## config.mk

```make
export PLATFORM = sky130hd
export DESIGN_NAME = dcache_wt
export DESIGN_NICKNAME = d
export VERILOG_FILES = /design/src/rtl/dcache_pkg.sv /design/src/rtl/dcache_line_store.sv /design/src/rtl/dcache_wt.sv
export SDC_FILE = /design/constraint.sdc
export NUM_CORES = 2
export LEC_CHECK = 0
export ABC_CLOCK_PERIOD_IN_PS = 6200
export BUFFER_PORTS_ARGS = -buffer_cell sky130_fd_sc_hd__buf_2
export CAP_MARGIN = 20
export CORE_ASPECT_RATIO = 1.5
export CORE_MARGIN = 2
export CORE_UTILIZATION = 60
export DETAILED_ROUTE_END_ITERATION = 16
export PLACE_DENSITY = 0.78
export SETUP_SLACK_MARGIN = 0.1
export SYNTH_ARGS = -nofsm -noshare
export SYNTH_HDL_FRONTEND = slang
export SYNTH_SLANG_ARGS = --single-unit
```

## constraint.sdc

```tcl
create_clock -name clk -period 6.2 [get_ports clk]
set_input_delay 0.62 -clock clk [delete_from_list [all_inputs] [get_ports clk]]
set_output_delay 0.62 -clock clk [all_outputs]
set_load 0.02 [all_outputs]
```

## src/rtl/dcache_pkg.sv

```systemverilog
// Shared types and geometry helpers for the write-through data cache.
package dcache_pkg;

  localparam int unsigned LINE_WORDS = 4;
  localparam int unsigned OFF_W      = 2;

  typedef enum logic [1:0] {
    IDLE,
    REFILL,
    WRITE
  } state_e;

  function automatic int unsigned idx_w(input int unsigned lines);
    return $clog2(lines);
  endfunction

  // Byte offset (2) + word offset + index, the rest is tag.
  function automatic int unsigned tag_w(input int unsigned lines);
    return 32 - 2 - OFF_W - idx_w(lines);
  endfunction

endpackage

```

## src/rtl/dcache_line_store.sv

```systemverilog
// Data/tag/valid storage for the direct-mapped cache: async read, sync writes.
module dcache_line_store
  import dcache_pkg::*;
#(
  parameter int unsigned LINES = 16,
  localparam int unsigned IDX_W = idx_w(LINES),
  localparam int unsigned TAG_W = tag_w(LINES)
) (
  input  logic             clk,
  input  logic             rst,
  input  logic [IDX_W-1:0] rd_index,
  input  logic [OFF_W-1:0] rd_offset,
  output logic [31:0]      rd_data,
  output logic [TAG_W-1:0] rd_tag,
  output logic             rd_valid,
  input  logic             wr_en,
  input  logic [IDX_W-1:0] wr_index,
  input  logic [OFF_W-1:0] wr_offset,
  input  logic [3:0]       wr_be,
  input  logic [31:0]      wr_data,
  input  logic             tv_we,
  input  logic [IDX_W-1:0] tv_index,
  input  logic [TAG_W-1:0] tv_tag,
  input  logic             tv_valid
);

  logic [31:0]      data_q [LINES][LINE_WORDS];
  logic [TAG_W-1:0] tag_q  [LINES];
  logic [LINES-1:0] valid_q;

  assign rd_data  = data_q[rd_index][rd_offset];
  assign rd_tag   = tag_q[rd_index];
  assign rd_valid = valid_q[rd_index];

  // Per-byte word write; data array is intentionally not reset.
  always_ff @(posedge clk) begin
    if (wr_en) begin
      for (int b = 0; b < 4; b++) begin
        if (wr_be[b]) data_q[wr_index][wr_offset][8*b +: 8] <= wr_data[8*b +: 8];
      end
    end
  end

  always_ff @(posedge clk) begin
    if (tv_we) tag_q[tv_index] <= tv_tag;
  end

  always_ff @(posedge clk) begin
    if (!rst) begin
      valid_q <= '0;
    end else if (tv_we) begin
      valid_q[tv_index] <= tv_valid;
    end
  end

endmodule

```

## src/rtl/dcache_wt.sv

```systemverilog
// Direct-mapped write-through, no-write-allocate data cache for the MEM stage.
// Optional hit/miss counters are built when DCACHE_STATS_EN is defined.
module dcache_wt
  import dcache_pkg::*;
#(
  parameter int unsigned LINES          = 16,
  parameter int unsigned WORDS_PER_LINE = 4
) (
  input  logic        clk,
  input  logic        rst,
  input  logic        cpu_req,
  input  logic        cpu_we,
  input  logic [31:0] cpu_addr,
  input  logic [31:0] cpu_wdata,
  input  logic [3:0]  cpu_byte_en,
  output logic [31:0] cpu_rdata,
  output logic        cpu_stall,
  output logic        mem_req,
  output logic        mem_we,
  output logic [31:0] mem_addr,
  output logic [31:0] mem_wdata,
  output logic [3:0]  mem_be,
  input  logic [31:0] mem_rdata,
  input  logic        mem_ready,
  output logic [31:0] hit_cnt,
  output logic [31:0] miss_cnt
);

  localparam int unsigned IDX_W = idx_w(LINES);
  localparam int unsigned TAG_W = tag_w(LINES);
  localparam int unsigned WC_W  = $clog2(WORDS_PER_LINE);

  state_e            state_q, state_d;
  logic [WC_W-1:0]   word_cnt_q, word_cnt_d;
  logic [IDX_W-1:0]  idx;
  logic [TAG_W-1:0]  tag;
  logic [OFF_W-1:0]  off;
  logic [31:0]       rd_data;
  logic [TAG_W-1:0]  rd_tag;
  logic              rd_valid;
  logic              hit;
  logic              wr_en;
  logic [OFF_W-1:0]  wr_off;
  logic [31:0]       wr_data;
  logic [3:0]        wr_be;
  logic              tv_we;
  logic              tv_valid;
  logic              load_hit;
  logic              load_miss;
  logic              unused_addr;

  assign idx         = cpu_addr[4 +: IDX_W];
  assign tag         = cpu_addr[31 -: TAG_W];
  assign off         = cpu_addr[3:2];
  assign hit         = rd_valid && (rd_tag == tag);
  assign cpu_rdata   = rd_data;
  assign unused_addr = ^cpu_addr[1:0];

  dcache_line_store #(
    .LINES(LINES)
  ) u_store (
    .clk      (clk),
    .rst      (rst),
    .rd_index (idx),
    .rd_offset(off),
    .rd_data  (rd_data),
    .rd_tag   (rd_tag),
    .rd_valid (rd_valid),
    .wr_en    (wr_en),
    .wr_index (idx),
    .wr_offset(wr_off),
    .wr_be    (wr_be),
    .wr_data  (wr_data),
    .tv_we    (tv_we),
    .tv_index (idx),
    .tv_tag   (tag),
    .tv_valid (tv_valid)
  );

  always_ff @(posedge clk) begin
    if (!rst) begin
      state_q    <= IDLE;
      word_cnt_q <= '0;
    end else begin
      state_q    <= state_d;
      word_cnt_q <= word_cnt_d;
    end
  end

  // Next state, array write controls and memory-side handshake.
  always_comb begin
    state_d    = state_q;
    word_cnt_d = word_cnt_q;
    cpu_stall  = 1'b0;
    mem_req    = 1'b0;
    mem_we     = 1'b0;
    mem_addr   = '0;
    mem_wdata  = '0;
    mem_be     = '0;
    wr_en      = 1'b0;
    wr_off     = off;
    wr_data    = cpu_wdata;
    wr_be      = cpu_byte_en;
    tv_we      = 1'b0;
    tv_valid   = 1'b0;
    load_hit   = 1'b0;
    load_miss  = 1'b0;

    case (state_q)
      IDLE: begin
        if (cpu_req) begin
          if (cpu_we) begin
            cpu_stall = 1'b1;
            state_d   = WRITE;
          end else if (hit) begin
            load_hit = 1'b1;
          end else begin
            // Invalidate up front so an interrupted refill never looks valid.
            cpu_stall  = 1'b1;
            load_miss  = 1'b1;
            tv_we      = 1'b1;
            tv_valid   = 1'b0;
            word_cnt_d = '0;
            state_d    = REFILL;
          end
        end
      end

      REFILL: begin
        cpu_stall = 1'b1;
        mem_req   = 1'b1;
        mem_addr  = {tag, idx, word_cnt_q, 2'b00};
        if (mem_ready) begin
          wr_en      = 1'b1;
          wr_off     = OFF_W'(word_cnt_q);
          wr_data    = mem_rdata;
          wr_be      = 4'hF;
          word_cnt_d = word_cnt_q + WC_W'(1);
          if (word_cnt_q == WC_W'(WORDS_PER_LINE - 1)) begin
            tv_we    = 1'b1;
            tv_valid = 1'b1;
            state_d  = IDLE;
          end
        end
      end

      WRITE: begin
        mem_req   = 1'b1;
        mem_we    = 1'b1;
        mem_addr  = {cpu_addr[31:2], 2'b00};
        mem_wdata = cpu_wdata;
        mem_be    = cpu_byte_en;
        cpu_stall = ~mem_ready;
        if (mem_ready) begin
          wr_en   = hit;
          state_d = IDLE;
        end
      end

      default: state_d = IDLE;
    endcase
  end

`ifdef DCACHE_STATS_EN
  logic [31:0] hit_q, miss_q;

  always_ff @(posedge clk) begin
    if (!rst) begin
      hit_q  <= '0;
      miss_q <= '0;
    end else begin
      if (load_hit)  hit_q  <= hit_q + 32'd1;
      if (load_miss) miss_q <= miss_q + 32'd1;
    end
  end

  assign hit_cnt  = hit_q;
  assign miss_cnt = miss_q;
`else
  logic unused_stats;

  assign unused_stats = load_hit ^ load_miss;
  assign hit_cnt      = '0;
  assign miss_cnt     = '0;
`endif

endmodule

```

==> flow_summary.ini <==
[status]
run_status = finished, final reports clean

[clocking]
cts_buffer_depth = 3
clk_pin_slew_worst_paths_ps = 70
cts_tree = built
post_cts_resize_count = 0
cts_root_buffer = sky130_fd_sc_hd__clkbuf_16
cts_htree_levels = 4
cts_buffers = 208
clock_sink_count = 2452
number_of_setup_buffers_added_after_cts = 0
postCtsHoldBufs = 0
clk_latency_ps = 870

[power]
vdd_ir_drop_max_mv = 0.381
power_report.internal_total_mw = 26.8
power.share.sequential = 0.537
power_frac_clock = 0.376
power_switching_share = 0.231
cellLeakagePower_nw = 34.4
power_density_nw_per_um2 = 319
pwr-share-comb = 0.086
design_power_total_mw = 34.8
p_sw_mw = 8.05

[final_layout]
final_cell_mix = 2432 x sky130_fd_sc_hd__edfxtp_1, 761 x sky130_fd_sc_hd__mux4_2, 309 x sky130_fd_sc_hd__buf_4
nNetsFinal = 4826
syn2layout_area_growth_pct = 12.3
final_common_cell = sky130_fd_sc_hd__edfxtp_1
final_layout_size_suffix_gt1_frac = 0.370

[worst_setup_path]
crit_fanout = 83
worstPathRequired_ps = 5580
critical_path.max_stage_delay_ps = 810
worst-path-buf-inv = 4
start_kind = primary input
arrival_ps = 4630
cell_breakdown_of_the_critical_path = buf_8 > buf_4 > buf_4 > mux4_2 > mux4_2 > mux4_2 > buf_2
cp_slowest_cell = sky130_fd_sc_hd__buf_4
end_kind = output port
criticalPathCategory = primary input to output port
cp_num_cells = 7
timing.reg2reg.worst_path_depth = 9
critical_path.most_common_cell = sky130_fd_sc_hd__mux4_2
critPathTopFamily = buffers and inverters

[drt]
residual_drc_count = 0
detailedRoute.firstIterationViolations = 6448
viasPerCell = 6.76
routed_wirelength_mm = 230
wl_per_cell_um = 32.9
final_antenna_net_count = 0
firstDrtPassIters = 6
vias = 47300

[timing]
finalCritPeriodShare = 0.847
timing_worst_slew_pin_value_ps = 1190
fmax_mhz = 190
hold_viol_final = 0
max_clock_skew_ps = 42.3
final_period_minus_worst_setup_slack_ps = 5250
final.setup.tns_ps = 0
setup_violations = 0
rsz0062_at_grt = no
final-max-slew-violation-count = 0
remaining_max_slew_budget_at_the_tightest_pin = 0.197
holdWs_ps = 142

[synth]
synth-seq-area-share = 0.754
post_synth_mux_area_share = 0.186
synth_top_family_by_area = multiplexers
synth_edf_count = 2432
yosys_register_bits = 2452
synth_compound_area_frac = 0.00871
asyncSetResetFlopFracSynth = 0
yosysWarningCount = 0
avgSynthCellArea_um2 = 22.9
post_synth_num_cell_types = 62
post_synth_xor_area_fraction = 0.00243
syn-instance-count = 4251
synthFlopType = sky130_fd_sc_hd__edfxtp_1
netlist_area_um2 = 97400
synth_fa_ha_area_frac = 0.000643
yosys.area_share.simple = 0.0297

[floorplan]
die_h_um = 497
core.rowCount = 181
initial_cell_density_of_the_core = 0.602
die_footprint_um2 = 166000
placeableCoreArea_um2 = 162000
chipWidth_um = 333
ioPinCount = 272

[global_route]
antenna_found_initial = 10
maximum_number_of_pins_on_one_net_before_global_route_repair = 125
globalRoute.totalOverflow = 0
grt_pass1_wl_mm = 334
gr-usage-all-layers = 0.281
number_of_global_route_vias_before_repair = 47800

[placed_design]
portBuffers = 203
detailed_placement_hpwl_mm = 131
gpl.final_weighted_congestion = 0.840

[hold_path]
number_of_cells_traversed_by_the_worst_hold_path = 3
hold_removal_path_class = primary input to flop

[flow_run]
timing.max_cap.violations = 0
synth_stat cells (all sizes together) (2+ instances only):
cell type | n | area share
o21ai | 26 | 0.0013
edfxtp | 2432 | 0.75
nand3 | 8 | 0.00041
ha | 5 | 0.00064
o211ai | 4 | 0.00031
o311ai | 13 | 0.0012
nand4 | 3 | 0.00019
a22oi | 11 | 0.00085
a21oi | 13 | 0.00071
a22o | 9 | 0.00081
a21o | 2 | 0.00015
and3 | 7 | 0.00045
buf | 178 | 0.012
a221oi | 7 | 0.00069
xnor2 | 12 | 0.0011
xor2 | 15 | 0.0013
a31oi | 4 | 0.00026
inv | 11 | 0.00042
o41ai | 2 | 0.00018
mux2 | 40 | 0.0046
mux2i | 49 | 0.0050
nor2b | 11 | 0.00071
clkbuf | 164 | 0.0063
dfxtp | 20 | 0.0041
o2111ai | 4 | 0.00036
mux4 | 761 | 0.18
o22ai | 4 | 0.00026
nor3 | 261 | 0.020
nand2 | 43 | 0.0017
o2bb2ai | 4 | 0.00036
o21a | 2 | 0.00015
and4b | 2 | 0.00021
nor4b | 2 | 0.00018
and2 | 67 | 0.0043
nand2b | 5 | 0.00032
a41o | 2 | 0.00021
nor2 | 31 | 0.0012
path summary, 6_finish.rpt:
path	from	to	slack (ps)
max	cpu_addr[5]	cpu_rdata[0]	950
min	cpu_we	state_q[0]	140
max reg2reg	u_store.tag_q[9][7]	u_store.data_q[10][106]	1530
min reg2reg	u_store.valid_q[12]	u_store.valid_q[12]	480
per-layer routing:
layer / vias to the layer above / part of all wire / GRT usage / wire length (um)
li1: 18900 / - / - / -
met1: 25000 / 0.35 / 0.370 / 80000
met2: 2906 / 0.51 / 0.468 / 118000
met3: 483 / 0.096 / 0.0509 / 22100
met4: 8 / 0.044 / 0.116 / 10100
met5: - / 0.00024 / 0 / 56
registers in the layout, summed over array words and instances (netlist names):
| signal | cells |
|---|---|
| u_store.tag_q | 384 |
| word_cnt_q | 2 |
| u_store.data_q | 2048 |
| u_store.valid_q | 16 |
| state_q | 2 |
worst register-to-register path: stages (launching register included):
cell and delay (ps):
sky130_fd_sc_hd__edfxtp_1 360, sky130_fd_sc_hd__mux4_2 470, sky130_fd_sc_hd__mux2i_1 270, sky130_fd_sc_hd__o2bb2ai_1 150, sky130_fd_sc_hd__o41ai_1 970, sky130_fd_sc_hd__nor4b_1 430
sky130_fd_sc_hd__and4bb_1 390, sky130_fd_sc_hd__a21oi_4 120, sky130_fd_sc_hd__buf_4 370, sky130_fd_sc_hd__nor3_2 750
final cells by class:
class,instances,area [um2]
multi-input combinational,1510,22600
sequential,2452,73400
fill,9556,52400
clock inverter,136,1460
tap,2104,2630
antenna,2,5.00
inverter,12,52.6
clock buffer,248,5360
timing repair buffer,532,3780
power groups by stage:
stage / Sequential (mW) / Combinational [mW] / Clock (mW)
after CTS: 18.7 / 2.96 / 13.2
after global routing: 18.7 / 3.16 / 13.8
final: 18.7 / 3.01 / 13.1
after floorplan: 19.1 / 1.83 / 0
after detailed placement: 19.1 / 2.93 / 0
after global placement: 19.1 / 2.83 / 0
kinds of logic (layout without fill, tap and decap cells):
kind of cell	Yosys count	in the layout
other	1	68
adders and majority gates	5	5
xor gates and xnor gates	27	27
DFF	2452	2452
buffers and inverters	354	928
and+or+nand+nor	446	446
muxes	850	850
AOI/OAI and AO/OA	116	116
through the flow:
step	setup WS [ps]	cell area (um2)	util	std cells
final	947	109000	0.676	6996
after global routing	696	109000	0.676	6996
after CTS	813	109000	0.675	6984
after detailed placement	723	102000	0.633	6600
after global placement	767	102000	0.633	6600
after floorplan	1400	97600	-	4316
Note: power is estimated with default switching activity, not from simulation.
